### config.mk
export PLATFORM = sky130hd
export DESIGN_NAME = drp_adc_emulator_flat
export DESIGN_NICKNAME = d
export VERILOG_FILES = /design/src/rtl/drp_adc_emulator_pkg.sv /design/src/rtl/drp_adc_emulator_if.sv /design/src/rtl/drp_adc_emulator_regfile.sv /design/src/rtl/drp_adc_emulator.sv /design/src/flat_wrapper.sv
export SDC_FILE = /design/constraint.sdc
export NUM_CORES = 1
export LEC_CHECK = 0
export BUFFER_PORTS_ARGS = -buffer_cell sky130_fd_sc_hd__buf_2
export CORE_MARGIN = 8
export CORE_UTILIZATION = 50
export CTS_CLUSTER_DIAMETER = 40
export CTS_CLUSTER_SIZE = 10
export DETAILED_ROUTE_END_ITERATION = 7
export PLACE_DENSITY_LB_ADDON = 0.08
export SLEW_MARGIN = 10
export SYNTH_ARGS = -nofsm -noshare
export SYNTH_HDL_FRONTEND = slang
export SYNTH_SLANG_ARGS = --single-unit
### constraint.sdc
create_clock -name AdcClk -period 1.9 [get_ports AdcClk]
set_clock_uncertainty 0.1 [all_clocks]
set_input_delay 0.095 -clock AdcClk [delete_from_list [all_inputs] [get_ports AdcClk]]
set_output_delay 0.095 -clock AdcClk [all_outputs]
set_load 0.05 [all_outputs]
### src/rtl/drp_adc_emulator_pkg.sv
// Shared types and constants for the DRP ADC emulator: conversion FSM states,
// DRP register addresses, default timing and the 4-sample averaging helper.
package drp_adc_pkg;

    typedef enum logic [1:0] {
        ST_IDLE    = 2'd0,
        ST_CONVERT = 2'd1,
        ST_DONE    = 2'd2
    } conv_state_e;

    localparam logic [6:0] ADDR_RESULT = 7'h00;
    localparam logic [6:0] ADDR_CFG0   = 7'h40;
    localparam logic [6:0] ADDR_CFG1   = 7'h41;
    localparam logic [6:0] ADDR_CFG2   = 7'h42;

    localparam int DEF_CONV_CYCLES = 26;
    localparam int DEF_DRP_LAT     = 2;

    // Floor of the mean of four 12-bit samples; the 14-bit sum cannot overflow.
    function automatic logic [11:0] avg4(input logic [11:0] a, input logic [11:0] b,
                                         input logic [11:0] c, input logic [11:0] d);
        logic [13:0] sum;
        sum = {2'b00, a} + {2'b00, b} + {2'b00, c} + {2'b00, d};
        return sum[13:2];
    endfunction

endpackage

### src/rtl/drp_adc_emulator_if.sv
// DRP bus between an initiator (master) and the ADC emulator (slave).
interface drp_adc_emulator_if;
    logic [6:0]  DAddr;
    logic        DEn;
    logic        DWe;
    logic [15:0] DI;
    logic [15:0] DO;
    logic        DRdy;

    modport master (output DAddr, output DEn, output DWe, output DI,
                    input  DO,    input  DRdy);
    modport slave  (input  DAddr, input  DEn, input  DWe, input  DI,
                    output DO,    output DRdy);
endinterface

### src/rtl/drp_adc_emulator_regfile.sv
// DRP register map, single-outstanding access acceptance and the fixed-latency
// response pipeline of the ADC emulator.
module drp_adc_regfile
    import drp_adc_pkg::*;
#(
    parameter int DRP_LAT = DEF_DRP_LAT
) (
    input  logic               AdcClk,
    input  logic               AdcRstN,
    drp_adc_emulator_if.slave  drp,
    input  logic               res_we_i,
    input  logic [15:0]        res_data_i
);

    localparam logic [3:0] LAT_INIT = (DRP_LAT > 1) ? 4'(DRP_LAT - 2) : 4'd0;

    logic [15:0] result_q;
    logic [15:0] cfg0_q;
    logic [15:0] cfg1_q;
    logic [15:0] cfg2_q;
    logic        pend_q;
    logic [3:0]  lat_q;
    logic [15:0] hold_q;
    logic        drdy_q;
    logic [15:0] do_q;
    logic        accept_s;
    logic [15:0] rd_s;
    logic [15:0] cap_s;

    // Read mux; the result entry forwards the value being committed this cycle.
    always_comb begin
        rd_s = 16'h0000;
        case (drp.DAddr)
            ADDR_RESULT: rd_s = res_we_i ? res_data_i : result_q;
            ADDR_CFG0:   rd_s = cfg0_q;
            ADDR_CFG1:   rd_s = cfg1_q;
            ADDR_CFG2:   rd_s = cfg2_q;
            default:     rd_s = 16'h0000;
        endcase
    end

    // Accept qualification and the response word captured on the accept cycle.
    always_comb begin
        accept_s = drp.DEn && !pend_q;
        cap_s    = drp.DWe ? 16'h0000 : rd_s;
    end

    // Register storage: result from the converter, config words from DRP writes.
    always_ff @(posedge AdcClk) begin
        if (!AdcRstN) begin
            result_q <= 16'h0000;
            cfg0_q   <= 16'h0000;
            cfg1_q   <= 16'h0000;
            cfg2_q   <= 16'h0000;
        end else begin
            if (res_we_i) begin
                result_q <= res_data_i;
            end
            if (accept_s && drp.DWe) begin
                case (drp.DAddr)
                    ADDR_CFG0: cfg0_q <= drp.DI;
                    ADDR_CFG1: cfg1_q <= drp.DI;
                    ADDR_CFG2: cfg2_q <= drp.DI;
                    default:   ;
                endcase
            end
        end
    end

    // Response pipeline: one access in flight, DRdy/DO driven for a single cycle.
    always_ff @(posedge AdcClk) begin
        if (!AdcRstN) begin
            pend_q <= 1'b0;
            lat_q  <= 4'd0;
            hold_q <= 16'h0000;
            drdy_q <= 1'b0;
            do_q   <= 16'h0000;
        end else begin
            drdy_q <= 1'b0;
            do_q   <= 16'h0000;
            if (pend_q) begin
                if (lat_q == 4'd0) begin
                    pend_q <= 1'b0;
                    drdy_q <= 1'b1;
                    do_q   <= hold_q;
                end else begin
                    lat_q <= lat_q - 4'd1;
                end
            end else if (accept_s) begin
                if (DRP_LAT <= 1) begin
                    drdy_q <= 1'b1;
                    do_q   <= cap_s;
                end else begin
                    pend_q <= 1'b1;
                    lat_q  <= LAT_INIT;
                    hold_q <= cap_s;
                end
            end
        end
    end

    assign drp.DO   = do_q;
    assign drp.DRdy = drdy_q;

endmodule

### src/rtl/drp_adc_emulator.sv
// Single-channel ADC emulator: conversion FSM, optional 4-sample averager and a
// DRP register file. Optional feature macro: DRP_ADC_EMULATOR_AVERAGING_EN.
module drp_adc_emulator
    import drp_adc_pkg::*;
#(
    parameter int CONV_CYCLES = DEF_CONV_CYCLES,
    parameter int DRP_LAT     = DEF_DRP_LAT
) (
    input  logic               AdcClk,
    input  logic               AdcRstN,
    input  logic               ConvSt,
    input  logic [11:0]        SampleIn,
    drp_adc_emulator_if.slave  drp,
    output logic               Busy,
    output logic               Eoc,
    output logic               Eos
);

    // CONVERT lasts CONV_CYCLES-1 cycles: the counter is loaded with one less.
    localparam logic [15:0] CNT_INIT = (CONV_CYCLES > 2) ? 16'(CONV_CYCLES - 2) : 16'd0;

    conv_state_e state_q;
    logic [15:0] cnt_q;
    logic        busy_q;
    logic        eoc_q;
    logic        convst_prev_q;
    logic        start_s;
    logic        res_we_s;
    logic [15:0] res_data_s;
    logic [11:0] result12_s;

    // Start only on a ConvSt rising edge seen while idle; busy-time edges are lost.
    always_comb begin
        start_s    = ConvSt && !convst_prev_q && (state_q == ST_IDLE);
        res_we_s   = (state_q == ST_DONE);
        res_data_s = {result12_s, 4'b0000};
    end

    // ConvSt edge history.
    always_ff @(posedge AdcClk) begin
        if (!AdcRstN) begin
            convst_prev_q <= 1'b0;
        end else begin
            convst_prev_q <= ConvSt;
        end
    end

`ifdef DRP_ADC_EMULATOR_AVERAGING_EN
    logic [11:0] hist_q [4];

    // Four-deep sample history, newest in slot 0.
    always_ff @(posedge AdcClk) begin
        if (!AdcRstN) begin
            for (int i = 0; i < 4; i++) begin
                hist_q[i] <= 12'h000;
            end
        end else if (start_s) begin
            hist_q[3] <= hist_q[2];
            hist_q[2] <= hist_q[1];
            hist_q[1] <= hist_q[0];
            hist_q[0] <= SampleIn;
        end
    end

    assign result12_s = avg4(hist_q[0], hist_q[1], hist_q[2], hist_q[3]);
`else
    logic [11:0] sample_q;

    // Sample captured on the accepted start edge.
    always_ff @(posedge AdcClk) begin
        if (!AdcRstN) begin
            sample_q <= 12'h000;
        end else if (start_s) begin
            sample_q <= SampleIn;
        end
    end

    assign result12_s = sample_q;
`endif

    // Conversion FSM with registered Busy/Eoc.
    always_ff @(posedge AdcClk) begin
        if (!AdcRstN) begin
            state_q <= ST_IDLE;
            cnt_q   <= 16'd0;
            busy_q  <= 1'b0;
            eoc_q   <= 1'b0;
        end else begin
            case (state_q)
                ST_IDLE: begin
                    eoc_q <= 1'b0;
                    if (start_s) begin
                        state_q <= ST_CONVERT;
                        cnt_q   <= CNT_INIT;
                        busy_q  <= 1'b1;
                    end
                end
                ST_CONVERT: begin
                    if (cnt_q == 16'd0) begin
                        state_q <= ST_DONE;
                        busy_q  <= 1'b0;
                        eoc_q   <= 1'b1;
                    end else begin
                        cnt_q <= cnt_q - 16'd1;
                    end
                end
                ST_DONE: begin
                    state_q <= ST_IDLE;
                    eoc_q   <= 1'b0;
                end
                default: begin
                    state_q <= ST_IDLE;
                    cnt_q   <= 16'd0;
                    busy_q  <= 1'b0;
                    eoc_q   <= 1'b0;
                end
            endcase
        end
    end

    assign Busy = busy_q;
    assign Eoc  = eoc_q;
    assign Eos  = eoc_q;

    drp_adc_regfile #(
        .DRP_LAT (DRP_LAT)
    ) u_regfile (
        .AdcClk     (AdcClk),
        .AdcRstN    (AdcRstN),
        .drp        (drp),
        .res_we_i   (res_we_s),
        .res_data_i (res_data_s)
    );

endmodule

### src/flat_wrapper.sv
// flat-port wrapper written by rule: the top's interface ports become plain ports
module drp_adc_emulator_flat import drp_adc_pkg::*;
#(
    parameter int CONV_CYCLES = DEF_CONV_CYCLES,
    parameter int DRP_LAT     = DEF_DRP_LAT
)
  (AdcClk, AdcRstN, ConvSt, SampleIn, Busy, Eoc, Eos, drp_DAddr, drp_DEn, drp_DWe, drp_DI, drp_DO, drp_DRdy);
  drp_adc_emulator_if drp_i ();
  input  logic AdcClk;
  input  logic AdcRstN;
  input  logic ConvSt;
  input  logic [11:0] SampleIn;
  output logic Busy;
  output logic Eoc;
  output logic Eos;
  input wire logic [$bits(drp_i.DAddr)-1:0] drp_DAddr;
  input wire logic [$bits(drp_i.DEn)-1:0] drp_DEn;
  input wire logic [$bits(drp_i.DWe)-1:0] drp_DWe;
  input wire logic [$bits(drp_i.DI)-1:0] drp_DI;
  output wire logic [$bits(drp_i.DO)-1:0] drp_DO;
  output wire logic [$bits(drp_i.DRdy)-1:0] drp_DRdy;
  assign drp_i.DAddr = drp_DAddr;
  assign drp_i.DEn = drp_DEn;
  assign drp_i.DWe = drp_DWe;
  assign drp_i.DI = drp_DI;
  assign drp_DO = drp_i.DO;
  assign drp_DRdy = drp_i.DRdy;
  drp_adc_emulator #(.CONV_CYCLES(CONV_CYCLES), .DRP_LAT(DRP_LAT)) u_core (.AdcClk(AdcClk), .AdcRstN(AdcRstN), .ConvSt(ConvSt), .SampleIn(SampleIn), .drp(drp_i), .Busy(Busy), .Eoc(Eoc), .Eos(Eos));
endmodule
Yosys cells after proc, flatten, opt, wreduce, memory -nomap -nowiden
Index checks and enable logic that the tools add are counted.
W data, S select, Z words.
{"block": "totals", "register_bits": 135, "inputBits": 40, "output_inout_bits": 20, "word_cells": 69}
{"block": "classes", "add_sub_neg": 2, "n_eq_ne": 9, "n_mux": 19, "bitwise": 2, "n_reduce_logical": 22}
{"op": "$mux W16", "n": 4}
{"op": "$pmux W16 S4", "n": 1}
{"op": "$pmux W16 S3", "n": 1}
{"op": "$eq A7 B7 Y1 const B", "n": 3}
{"op": "$logic_not A16 Y1", "n": 1}
{"op": "$reduce_and A2 Y1", "n": 8}
{"op": "$sub A16 B1 Y16 const B", "n": 1}
{"op": "$mux W4", "n": 3}
{"op": "$reduce_and A3 Y1", "n": 3}
{"op": "$logic_not A7 Y1", "n": 1}
{"op": "$mux W1", "n": 6}
{"op": "$logic_and A1 B1 Y1", "n": 4}
{"op": "$logic_not A4 Y1", "n": 1}
{"op": "$mux W2", "n": 2}
{"op": "$ne A2 B1 Y1 const B", "n": 2}
{"op": "$ne A2 B2 Y1 const B", "n": 2}
{"op": "$pmux W2 S2", "n": 1}
{"op": "$sub A4 B1 Y4 const B", "n": 1}
{"op": "$pmux W1 S3", "n": 1}
{"op": "$eq A2 B1 Y1 const B", "n": 1}
{"op": "$eq A2 B2 Y1 const B", "n": 1}
{"op": "$logic_not A1 Y1", "n": 2}
{"op": "$logic_not A2 Y1", "n": 1}
{"op": "$not A1 Y1", "n": 2}
{"op": "$reduce_bool A2 Y1", "n": 1}

Logic depth before layout (Yosys ltp)
Gate-level depths: netlist of the first run.
{"block": "depth", "ltp_word": 5, "ltp_mapped": 8, "mapped_depth_nobuf": 7}

Hierarchy
A second synthesis of the first run with hierarchy kept.
{"block": "hier_totals", "hier_cells": 582, "hier_area_um2": 5683.0}
{"module": "drp_adc_regfile", "n_inst": 1, "cells_each": 413, "area_per_inst_um2": 4249.1, "seq_area_each_um2": 2042.0}
{"module": "drp_adc_emulator", "n_inst": 1, "cells_each": 169, "area_per_inst_um2": 1433.9, "seq_area_each_um2": 660.6}

Worst setup path after synthesis of the first run
No wires, ideal clock.
{"block": "synth_timing", "kind": "reg2reg", "start": "register u_core.cnt_q[0]", "end": "register u_core.cnt_q[3]", "setup_ns": 0.119, "arrival_time_ns": 1.734, "t_required_ns": 1.681, "path_slack_ns": -0.053, "path_stages_with_launch": 7, "n_path_buf": 0, "synth_period_minus_slack_ns": 1.953, "path_cell_list": "dfxtp_1 > inv_1 > ha_1 > nor3b_1 > nand2_1 > o32a_1 > o221a_1"}
{"block": "synth_via", "elab_chain_cells": 3, "elab_cells_between_ends": 6, "cone_classes": "add/sub: 1; eq/ne: 1; mux: 2; reduce/logical: 2"}
{"item": "start: declaration", "line": "drp_adc_emulator.sv:23", "rtl": "logic [15:0] cnt_q;"}
{"item": "start signal: assignment", "line": "drp_adc_emulator.sv:104", "rtl": "cnt_q <= cnt_q - 16'd1;"}
{"item": "$sub A16 B1 Y16 / $logic_not A16 Y1 (equally long branches)", "line": "drp_adc_emulator.sv:104, drp_adc_emulator.sv:99"}
{"item": "$mux W16 / $ne A2 B2 Y1 (equally long branches)"}
{"item": "$pmux W16 S3 / $reduce_and A3 Y1 (equally long branches)"}
Parallel ways exist; a longest one is shown, timed or not. The select of a mux whose other input is x is not followed.
A chain may end at the register's enable or synchronous reset.

Worst setup path in the final report of the first run
{"block": "layout_timing", "start": "register u_core.cnt_q[11]", "end": "register u_core.cnt_q[3]"}
{"block": "layout_via", "elab_chain_cells": 3}
{"item": "$logic_not A16 Y1", "line": "drp_adc_emulator.sv:99", "rtl": "if (cnt_q == 16'd0) begin"}
{"item": "$ne A2 B2 Y1 (no line)"}
{"item": "$reduce_and A3 Y1 (no line)"}
Every way passes these cells.

==> run metrics, run 1 <==
GPL Wtd Cong=0.8664; Longest Clk Path Bufs=2; # port buffers=59; Async SR Flop Fraction=0%; Core Region=10840 um2; Total GRT Usage=18.70%; Worst Hold Path EP=u_core.u_regfile.cfg2_q[10]$_SDFFE_PN0P_; Initial Utilization=51.12%; CTS tree=done; Final nets=770; synth warn=0; share of layout cells above drive strength 1=21.35%; vias in the first global route=4530; H-tree level count=4; Slew @ Worst Pin=0.9021 ns; antenna violations before repair=0; Synth Register Bits=135; Iter 0 DRT Violations=245; CTS Sinks=135; number of setup violations in the final report=0; min-delay src=drp_DWe; synthesis-to-finish area growth=28.07%; most frequent cell after synthesis=nand2_1; remaining antenna violation count=0; Post-Syn Instances=609; static leakage=0.002797 uW; Worst Setup End Kind=flip-flop; top-area cell type share of the netlist area=48.77%; row count=38; final worst path period need=1.891 ns; Hold Crit Class=in2reg; fin. max-slew vios=0; CTS root buffer=clkbuf_8; total grt overflow=0; WL final=13110 um; drt wl/cell=14.90 um; # DRC=0; routed vias/inst=5.286; TritonCTS Buffers=17; status=completed; CP Launch Point=u_core.cnt_q[11]$_SDFFE_PN0P_; crit start category=flip-flop; Antenna Cells=0; FILL cells=908; max_cap viols=0; fmax=0.5288 GHz; drt first pass iters=5; period utilization=99.53%; post-synthesis sequential area ratio=48.77%; pin count of the biggest net entering global routing=58; reg2reg setup slack=0.009 ns; area leader, netlist=dfxtp_1; Worst-path clk slew=0.06 ns; Die Wd=121.3 um; final hold viol count=0; pre-CTS setup slack=0.02303 ns; Worst Path Max Fanout=5; Vias=4652; Post-Syn Nets=652; critical path class=reg2reg; Post-synth EDFFs=0; TNS Setup=0 ns; reg2reg path depth=4; Req. time, crit path=2.21 ns; cell area after synthesis=5542 um2; clock latency on the worst-skew pair=0.52 ns; Synth cell types=58; io pins=60; fin worst setup slack=0.008865 ns; DP HPWL=9398 um; RR Endpoint=u_core.cnt_q[3]$_SDFFE_PN0P_; Die Y=121.3 um; Die ar.=14710 um2; synth top area cells=dfxtp_1 (49%), nand2_1 (9.6%), a21boi_1 (5.7%); Hold WS=0.03367 ns; VDD IR-drop max=1018 uV; Crit Reg-Reg Startpoint=u_core.cnt_q[11]$_SDFFE_PN0P_; hold path depth=5; setup repair after global routing missed its margin=yes; Arr. time, crit path=2.20 ns; relative slew slack=39.74%; most instantiated cells after synthesis=nand2_1 (142), dfxtp_1 (135), a21boi_1 (42); first-pass GRT wire length=22360 um; synthesized area per cell=9.099 um2; Top FF cell, synth=dfxtp_1; Pwr per Cell Area=1125 nW/um2
## flip-flops by register name, indices dropped and copies added, names as in the netlist
name / flops
u_core.cnt_q: 16
u_core.u_regfile.cfg0_q: 16
u_core.u_regfile.cfg1_q: 16
u_core.u_regfile.cfg2_q: 16
u_core.u_regfile.drp.DO: 16
u_core.u_regfile.hold_q: 16
u_core.u_regfile.result_q: 16
u_core.result12_s: 12
u_core.u_regfile.lat_q: 4
u_core.state_q: 2
u_core.Busy: 1
u_core.Eoc: 1
u_core.convst_prev_q: 1
u_core.u_regfile.drp.DRdy: 1
u_core.u_regfile.pend_q: 1
## worst max-delay path by stage
| stage | slack, ns | to | cells past startpoint |
|---|---|---|---|
| 2_1_floorplan | 0.06 | u_core.cnt_q[14]$_SDFFE_PN0P_ | 5 |
| 3_3_place_gp | 0.05 | u_core.cnt_q[7]$_SDFFE_PN0P_ | 5 |
| 3_5_place_dp | 0.02 | u_core.cnt_q[2]$_SDFFE_PN0P_ | 5 |
| 4_1_cts | 0.02 | u_core.cnt_q[7]$_SDFFE_PN0P_ | 5 |
| 5_1_grt | -0.02 | u_core.cnt_q[11]$_SDFFE_PN0P_ | 5 |
| 6_report | 0.009 | u_core.cnt_q[3]$_SDFFE_PN0P_ | 4 |
## kinds of logic (layout without fill, tap and decap cells)
group                    after synthesis  after routing  synth area share [%]
flip-flops                           135            135                 48.77
XOR/XNOR                               6              6                0.9485
multiplexers                          18             18                 3.251
AND/OR/NAND/NOR                      260            260                 23.48
adder cells (fa/ha/maj)                3              3                0.6774
AO/OA/AOI/OAI                        145            145                 19.49
buffers and inverters                 42            173                 3.387
## report_power, final
group          internal [uW]  switching (uW)  total (uW)  leakage [uW]
logic                    901            1030        1930       0.00144
clock network           1800            1150        2950      0.000259
registers               2990             121        3110       0.00109
total                   5680            2300        7990       0.00280
## metal layers
layer | wire [um] | vias up | track usage, %
met1 | 6159 | 2156 | 24.36
met4 | 159 | 0 | 7.325
li1 | - | 2349 | -
met3 | 756 | 14 | 4.514
met5 | 0 | - | 0
met2 | 6032 | 133 | 29.29
## through the flow
step	utilization, %	std cells	area [um2]	total power [uW]
floorplan	-	609	5549	4318
CTS	64.95	877	7041	7904
finish	65.47	880	7097	7986
global route	65.47	880	7097	8356
global placement	56.97	812	6176	4860
detailed placement	56.97	812	6176	4906
## final cells by class
cell class	count	area, um2	share of cell area, %
Multi-Input combinational cell	432	2688	37.87
Timing Repair Buffer	134	965.9	13.61
Tap cell	140	175.2	2.468
Inverter	7	26.28	0.3702
Clock buffer	24	460.4	6.488
Clock inverter	8	73.82	1.040
Sequential cell	135	2708	38.15
## critical path: stages, from the launching register on
cell	delay (ns)
dfxtp_2	0.32
or4_4	0.55
nand2b_4	0.19
o32a_1	0.36
o221a_1	0.26
## timing repair
action | in CTS | in global routing
buffers inserted | 0 | 3
endpoints found under the hold margin | 66 | 0
gates resized for setup | 0 | 14
hold buffers | 33 | 0
endpoints found under the setup margin | 0 | 22
## placed cells by master (no fill, tap or decap), types with 3 or more instances in the layout
cell and n:
nand2_1 140, dfxtp_1 131, buf_2 59, a21boi_1 42, buf_4 40, dlygate4sd3_1 33, nor2_1 26, and2_1 21
a22oi_1 19, a21boi_0 19, mux2i_1 18, clkbuf_16 16, a21oi_1 15, nor2b_1 15, o221ai_1 11, o21ai_0 8
inv_1 7, o21ai_1 7, nand2b_1 5, and3_1 5, nand3_1 5, clkbuf_1 5, o22a_1 4, nor3_1 4
nor3_2 4, clkinv_2 4, dfxtp_2 4, or2_1 3, or4_4 3, xnor2_1 3, nor4_1 3, xor2_1 3
o311ai_1 3, ha_1 3, clkbuf_8 3
No activity file was read; power rests on OpenSTA's default activity.
==> inputs of run 2 (changes only) <==
Settings changed: CORE_MARGIN 8 to 2.
==> run 2 against run 1 <==
  * Maximum frequency hardly changed
  * Critical endpoint is now u_core.cnt_q[5]$_SDFFE_PN0P_
  * Register-to-register slack hardly changed
  * Setup slack better by 0.0011 ns
  * Via count grew 1.5%
  * Combinational power is 13% higher
==> run metrics, run 2 (synthesis results as in run 1) <==
Core Region=10840 um2; CTS root buffer=clkbuf_8; placed inst area=6161 um2; TNS Setup=0 ns; Vias=4721; relative slew slack=40.54%; status=completed; sequential power share=36.4%; vias in the first global route=4328; crit start category=flip-flop; Worst Setup End Kind=flip-flop; period utilization=99.47%; setup repair after global routing missed its margin=yes; Pwr per Cell Area=1181 nW/um2; overall power=8614 uW; routed wl met3=661 um; final worst path period need=1.890 ns; Hold Crit Class=in2reg; Initial Utilization=51.12%; final non-filler cell total=886; Die ar.=11940 um2; CTS tree=done; synthesis-to-finish area growth=31.61%; Clock power frac=38.3%; routed vias/inst=5.328; Worst Path Max Fanout=5; FILL cells=925; Psw=2407 uW; critical path class=reg2reg; Req. time, crit path=2.21 ns; GPL Wtd Cong=0.8062; Final nets=776; H-tree level count=4; first-pass GRT wire length=21250 um; Die Y=109.3 um; # port buffers=59; Sw Share=27.94%; Slew @ Worst Pin=0.8901 ns; CTS Sinks=135; row count=38; drt wl/cell=14.71 um; max_cap viols=0; post-route cell area=7293 um2; clock latency on the worst-skew pair=0.53 ns; Worst-path clk slew=0.06 ns; Longest Clk Path Bufs=2; Comb pwr share=25.3%; met2 WL=6064 um; commonest non-fill, non-tap cell in the layout=nand2_1; Total GRT Usage=23.01%; DRT met1 WL=6054 um; Antenna Cells=0; # DRC=0; commonest cells after routing, fill and taps aside=nand2_1 (140), dfxtp_1 (132), buf_2 (59), buf_4 (45), a21boi_1 (42); DP HPWL=8985 um; Iter 0 DRT Violations=302; Top Layer Used=met4; fin. max-slew vios=0; pin count of the biggest net entering global routing=50; final hold viol count=0; share of layout cells above drive strength 1=23.19%; remaining antenna violation count=0; fmax=0.5291 GHz; Pint=6207 uW; drt first pass iters=4; Die Wd=109.3 um; number of setup violations in the final report=0; utilization after layout=67.28%; Arr. time, crit path=2.20 ns; total grt overflow=0; VDD IR-drop max=1044 uV; WL final=13030 um; antenna violations before repair=0; TritonCTS Buffers=17; Placed Cells=810; static leakage=0.002846 uW; io pins=60
## run 2: path summary, 6_finish.rpt
check / startpoint / endpoint / slack [ns] / depth (start not counted)
min reg2reg: u_core.u_regfile.cfg0_q[10]$_SDFFE_PN0P_ / u_core.u_regfile.cfg0_q[10]$_SDFFE_PN0P_ / 0.35 / 2
max: u_core.cnt_q[12]$_SDFFE_PN0P_ / u_core.cnt_q[5]$_SDFFE_PN0P_ / 0.01 / 5
min: drp_DWe / u_core.u_regfile.cfg2_q[0]$_SDFFE_PN0P_ / 0.03 / 6
max reg2reg: u_core.cnt_q[12]$_SDFFE_PN0P_ / u_core.cnt_q[5]$_SDFFE_PN0P_ / 0.01 / 5
## run 2: timing repair
| action | CTS | global route |
|---|---|---|
| endpoints found under the hold margin | 69 | 0 |
| hold buffers | 34 | 0 |
| endpoints found under the setup margin | 12 | 28 |
| pin swaps | 3 | 10 |
| resized for setup | 5 | 24 |
| setup buffers | 3 | 7 |
## run 2: final cells by class
type,instances,area (um2),share of cell area [%]
sequential,135,2709,37.14
multi-input combinational,432,2768,37.95
clock inverter,6,113.9,1.561
inverter,7,26.28,0.3603
clock buffer,26,488.0,6.691
tap,140,175.2,2.402
timing repair buffer,140,1013,13.90
## run 2: stage by stage
| stage | hold slack (ns) | worst slack, ns |
|---|---|---|
| 3_3_place_gp | 0.2450 | 0.001307 |
| 6_report | 0.03263 | 0.01001 |
| 2_1_floorplan | 0.1223 | 0.05907 |
| 5_1_grt | 0.02745 | -0.07504 |
| 4_1_cts | 0.008096 | -0.01755 |
| 3_5_place_dp | 0.2579 | -0.08352 |
## run 2: per-layer routing
metal	GRT usage (%)	vias to the layer above
met4	9.042	0
met5	0	-
met3	5.380	24
met1	30.05	2201
li1	-	2366
met2	36.87	130
## run 2: power by group through the flow
| stage | Sequential (uW) | Clock (uW) | Combinational (uW) |
|---|---|---|---|
| floorplan | 3190 | 0 | 1130 |
| global placement | 3150 | 0 | 1690 |
| detailed placement | 3160 | 0 | 1710 |
| CTS | 3110 | 3360 | 1920 |
| global route | 3150 | 3470 | 2380 |
| finish | 3140 | 3300 | 2180 |
## run 2: critical path, cell delays in order (launching register included)
cell	delay [ns]
dfxtp_2	0.32
or4_4	0.54
nand2b_4	0.19
o32ai_4	0.41
nor3b_2	0.10
mux2i_1	0.12
==> inputs of run 3 (changes only) <==
Settings changed: ABC_AREA from default to 1, CORE_UTILIZATION 50 to 55, CTS_BUF_LIST from default to sky130_fd_sc_hd__clkbuf_4.
==> run 3 against run 2 <==
  * Maximum frequency increased by 6.1%
  * Clock power decreased by 40%
  * Flip-flop and latch count unchanged
  * Clock-buffer cell count decreased by 9
  * Cell count increased by 21%
  * Cell area decreased by 4.6%
  * Combinational power decreased by 25%
  * Via count increased by 12%
  * Utilization increased by 0.71 points
  * Power decreased by 22%
  * Wire length increased by 2.5%
  * Critical path type unchanged
  * Largest cell class is now flip-flops and latches
  * Largest power group is now sequential cells
  * Highest routed layer unchanged
==> run metrics, run 3 <==
Post-Syn Instances=816; drt wl/cell=12.48 um; overall power=6737 uW; Vias=5290; multi-input logic area=2444 um2; VDD IR-drop max=775.7 uV; register area=2704 um2; GPL Wtd Cong=0.8782; slowest stage cell, crit path=dlygate4sd3_1; pin count of the biggest net entering global routing=36; reg2reg setup slack=0.12 ns; io pins=60; final worst path period need=1.781 ns; WL final=13360 um; Longest Clk Path Bufs=2; synthesis-to-finish area growth=21.01%; Pint=4517 uW; area leader, netlist=dfxtp_1; Hold Crit Class=in2reg; CTS tree=done; Antenna Cells=0; CTS root buffer=clkbuf_4; Async SR Flop Fraction=0%; synthesized area per cell=7.044 um2; commonest non-fill, non-tap cell in the layout=nand2_1; synth warn=0; max_cap viols=0; Final nets=965; antenna violations before repair=0; commonest cells after routing, fill and taps aside=nand2_1 (172), dfxtp_1 (134), nor2_1 (113), inv_1 (105), o21ai_0 (73); # DRC=0; share of layout cells above drive strength 1=14.97%; TNS Setup=0 ns; clock latency on the worst-skew pair=0.51 ns; post-synthesis sequential area ratio=47.02%; Die Y=106.2 um; H-tree level count=4; Sw Share=32.95%; Post-Syn Nets=859; met1 Use GR=29.54%; Req. time, crit path=2.22 ns; first-pass GRT wire length=22420 um; Synth Register Bits=135; critical path class=reg2reg; status=completed; CTS Sinks=135; drt first pass iters=5; GRT met2 Usage=44.55%; Psw=2220 uW; routed vias/inst=4.939; Pwr per Cell Area=968.5 nW/um2; Buf/Inv on CP=3; fmax=0.5613 GHz; Post-synth EDFFs=0; Die Wd=106.2 um; number of setup violations in the final report=0; Worst Path Max Fanout=14; Clock power frac=29.6%; vias in the first global route=5058; Arr. time, crit path=2.11 ns; Slew @ Worst Pin=0.4087 ns; cell area after synthesis=5748 um2; Hold WS=0.1385 ns; static leakage=0.003007 uW; worst-path cell chain=buf_4, nor2_1, nand2_1, buf_6, o21ai_0, dlygate4sd3_1, nor2_1; crit start category=flip-flop; row count=37; Iter 0 DRT Violations=265; TritonCTS Buffers=17; Initial Utilization=56.18%; fin. max-slew vios=0; period utilization=93.76%; FILL cells=891; Comb pwr share=24.3%; synth top area cells=dfxtp_1 (47%), nand2_1 (11%), nor2_1 (7.4%); Synth cell types=29; Top FF cell, synth=dfxtp_1; pre-CTS setup slack=0.1245 ns; Most Crowded Layer GR=met2; DP HPWL=8820 um; most frequent CP cell=nor2_1; # port buffers=59; Worst-path clk slew=0.13 ns; top-area cell type share of the netlist area=47.02%; Core Region=10230 um2; CP delay by family, top=buffers and inverters; most instantiated cells after synthesis=nand2_1 (172), dfxtp_1 (135), nor2_1 (113); Die ar.=11280 um2; Worst Setup End Kind=flip-flop; relative slew slack=72.76%; remaining antenna violation count=0; Total GRT Usage=24.92%; sequential power share=46.1%; final hold viol count=0; fin worst setup slack=0.1185 ns; most frequent cell after synthesis=nand2_1; grt met3 use=5.702%; Crit path largest cell delay=0.57 ns; total grt overflow=0
run 3: cell count changes in the layout (fill, tap and decap cells not counted), sizes merged, moves of 18 or more:
cell    change
inv       +105
nor2       +96
o21ai      +73
a21boi     -61
a21oi      +56
nand3      +40
nand2      +34
buf        -23
and2       -21
a22oi      -19
mux2i      -18
run 3: logic make-up after synthesis:
family                     count (synthesis)  synth area share [%]
and+or+nand+nor                          362                 26.69
xor gates and xnor gates                   2                0.3048
buffers and inverters                    150                 10.71
AOI/OAI and AO/OA                        164                 14.63
DFF                                      135                 47.02
adders and majority gates                  3                0.6531
run 3: worst register-to-register path, delay by kind of cell (launching register included):
kind,cells,cell delay [ns]
AND/OR/NAND/NOR,3,0.23
buffers and inverters,3,0.90
flip-flops,1,0.35
AO/OA/AOI/OAI,1,0.14
run 3: worst paths after layout:
kind                                                                from                                       to  depth (start not counted)
worst max-delay path                      u_core.state_q[1]$_SDFFE_PN0P_        u_core.result12_s[9]$_SDFFE_PN0P_                          7
worst min-delay path                                        drp_DAddr[1]  u_core.u_regfile.hold_q[2]$_SDFFE_PN0P_                          7
worst max register to register            u_core.state_q[1]$_SDFFE_PN0P_        u_core.result12_s[9]$_SDFFE_PN0P_                          7
worst min register to register  u_core.u_regfile.hold_q[15]$_SDFFE_PN0P_   u_core.u_regfile.drp.DO[15]$_SDFF_PN0_                          2
run 3: what timing repair did:
item	in CTS	in global routing
gates resized for setup	0	11
buffers inserted	0	6
hold buffers	43	0
endpoints found under the hold margin	84	0
setup endpoints to repair	0	17
run 3: per-stage QoR:
stage               instances  utilization, %  area (um2)
floorplan                 816               -        5748
global placement          990           60.11        6150
detailed placement        990           60.11        6150
CTS                      1065           67.30        6885
global route             1071           67.98        6955
finish                   1071           67.98        6955
run 3: area by class of cell:
type                    instances  area share [%]
clock buffers                  17           1.835
clock inverters                15           2.554
inverters                     111           6.044
multi-input cells             531           35.13
flip-flops and latches        135           38.87
well taps                     136           2.446
repair buffers                126           13.11
run 3: routing by layer:
| layer | wire, um | vias up |
|---|---|---|
| li1 | - | 2786 |
| met1 | 5959 | 2361 |
| met2 | 6641 | 130 |
| met3 | 601 | 13 |
| met4 | 159 | 0 |
| met5 | 0 | - |
run 3: power by group through the flow:
stage	Combinational (uW)	Sequential (uW)	Clock, uW
6_report	1640	3100	1990
5_1_grt	1840	3120	2160
4_1_cts	1540	3100	2040
3_5_place_dp	1460	3160	0
3_3_place_gp	1430	3160	0
2_1_floorplan	1150	3160	0
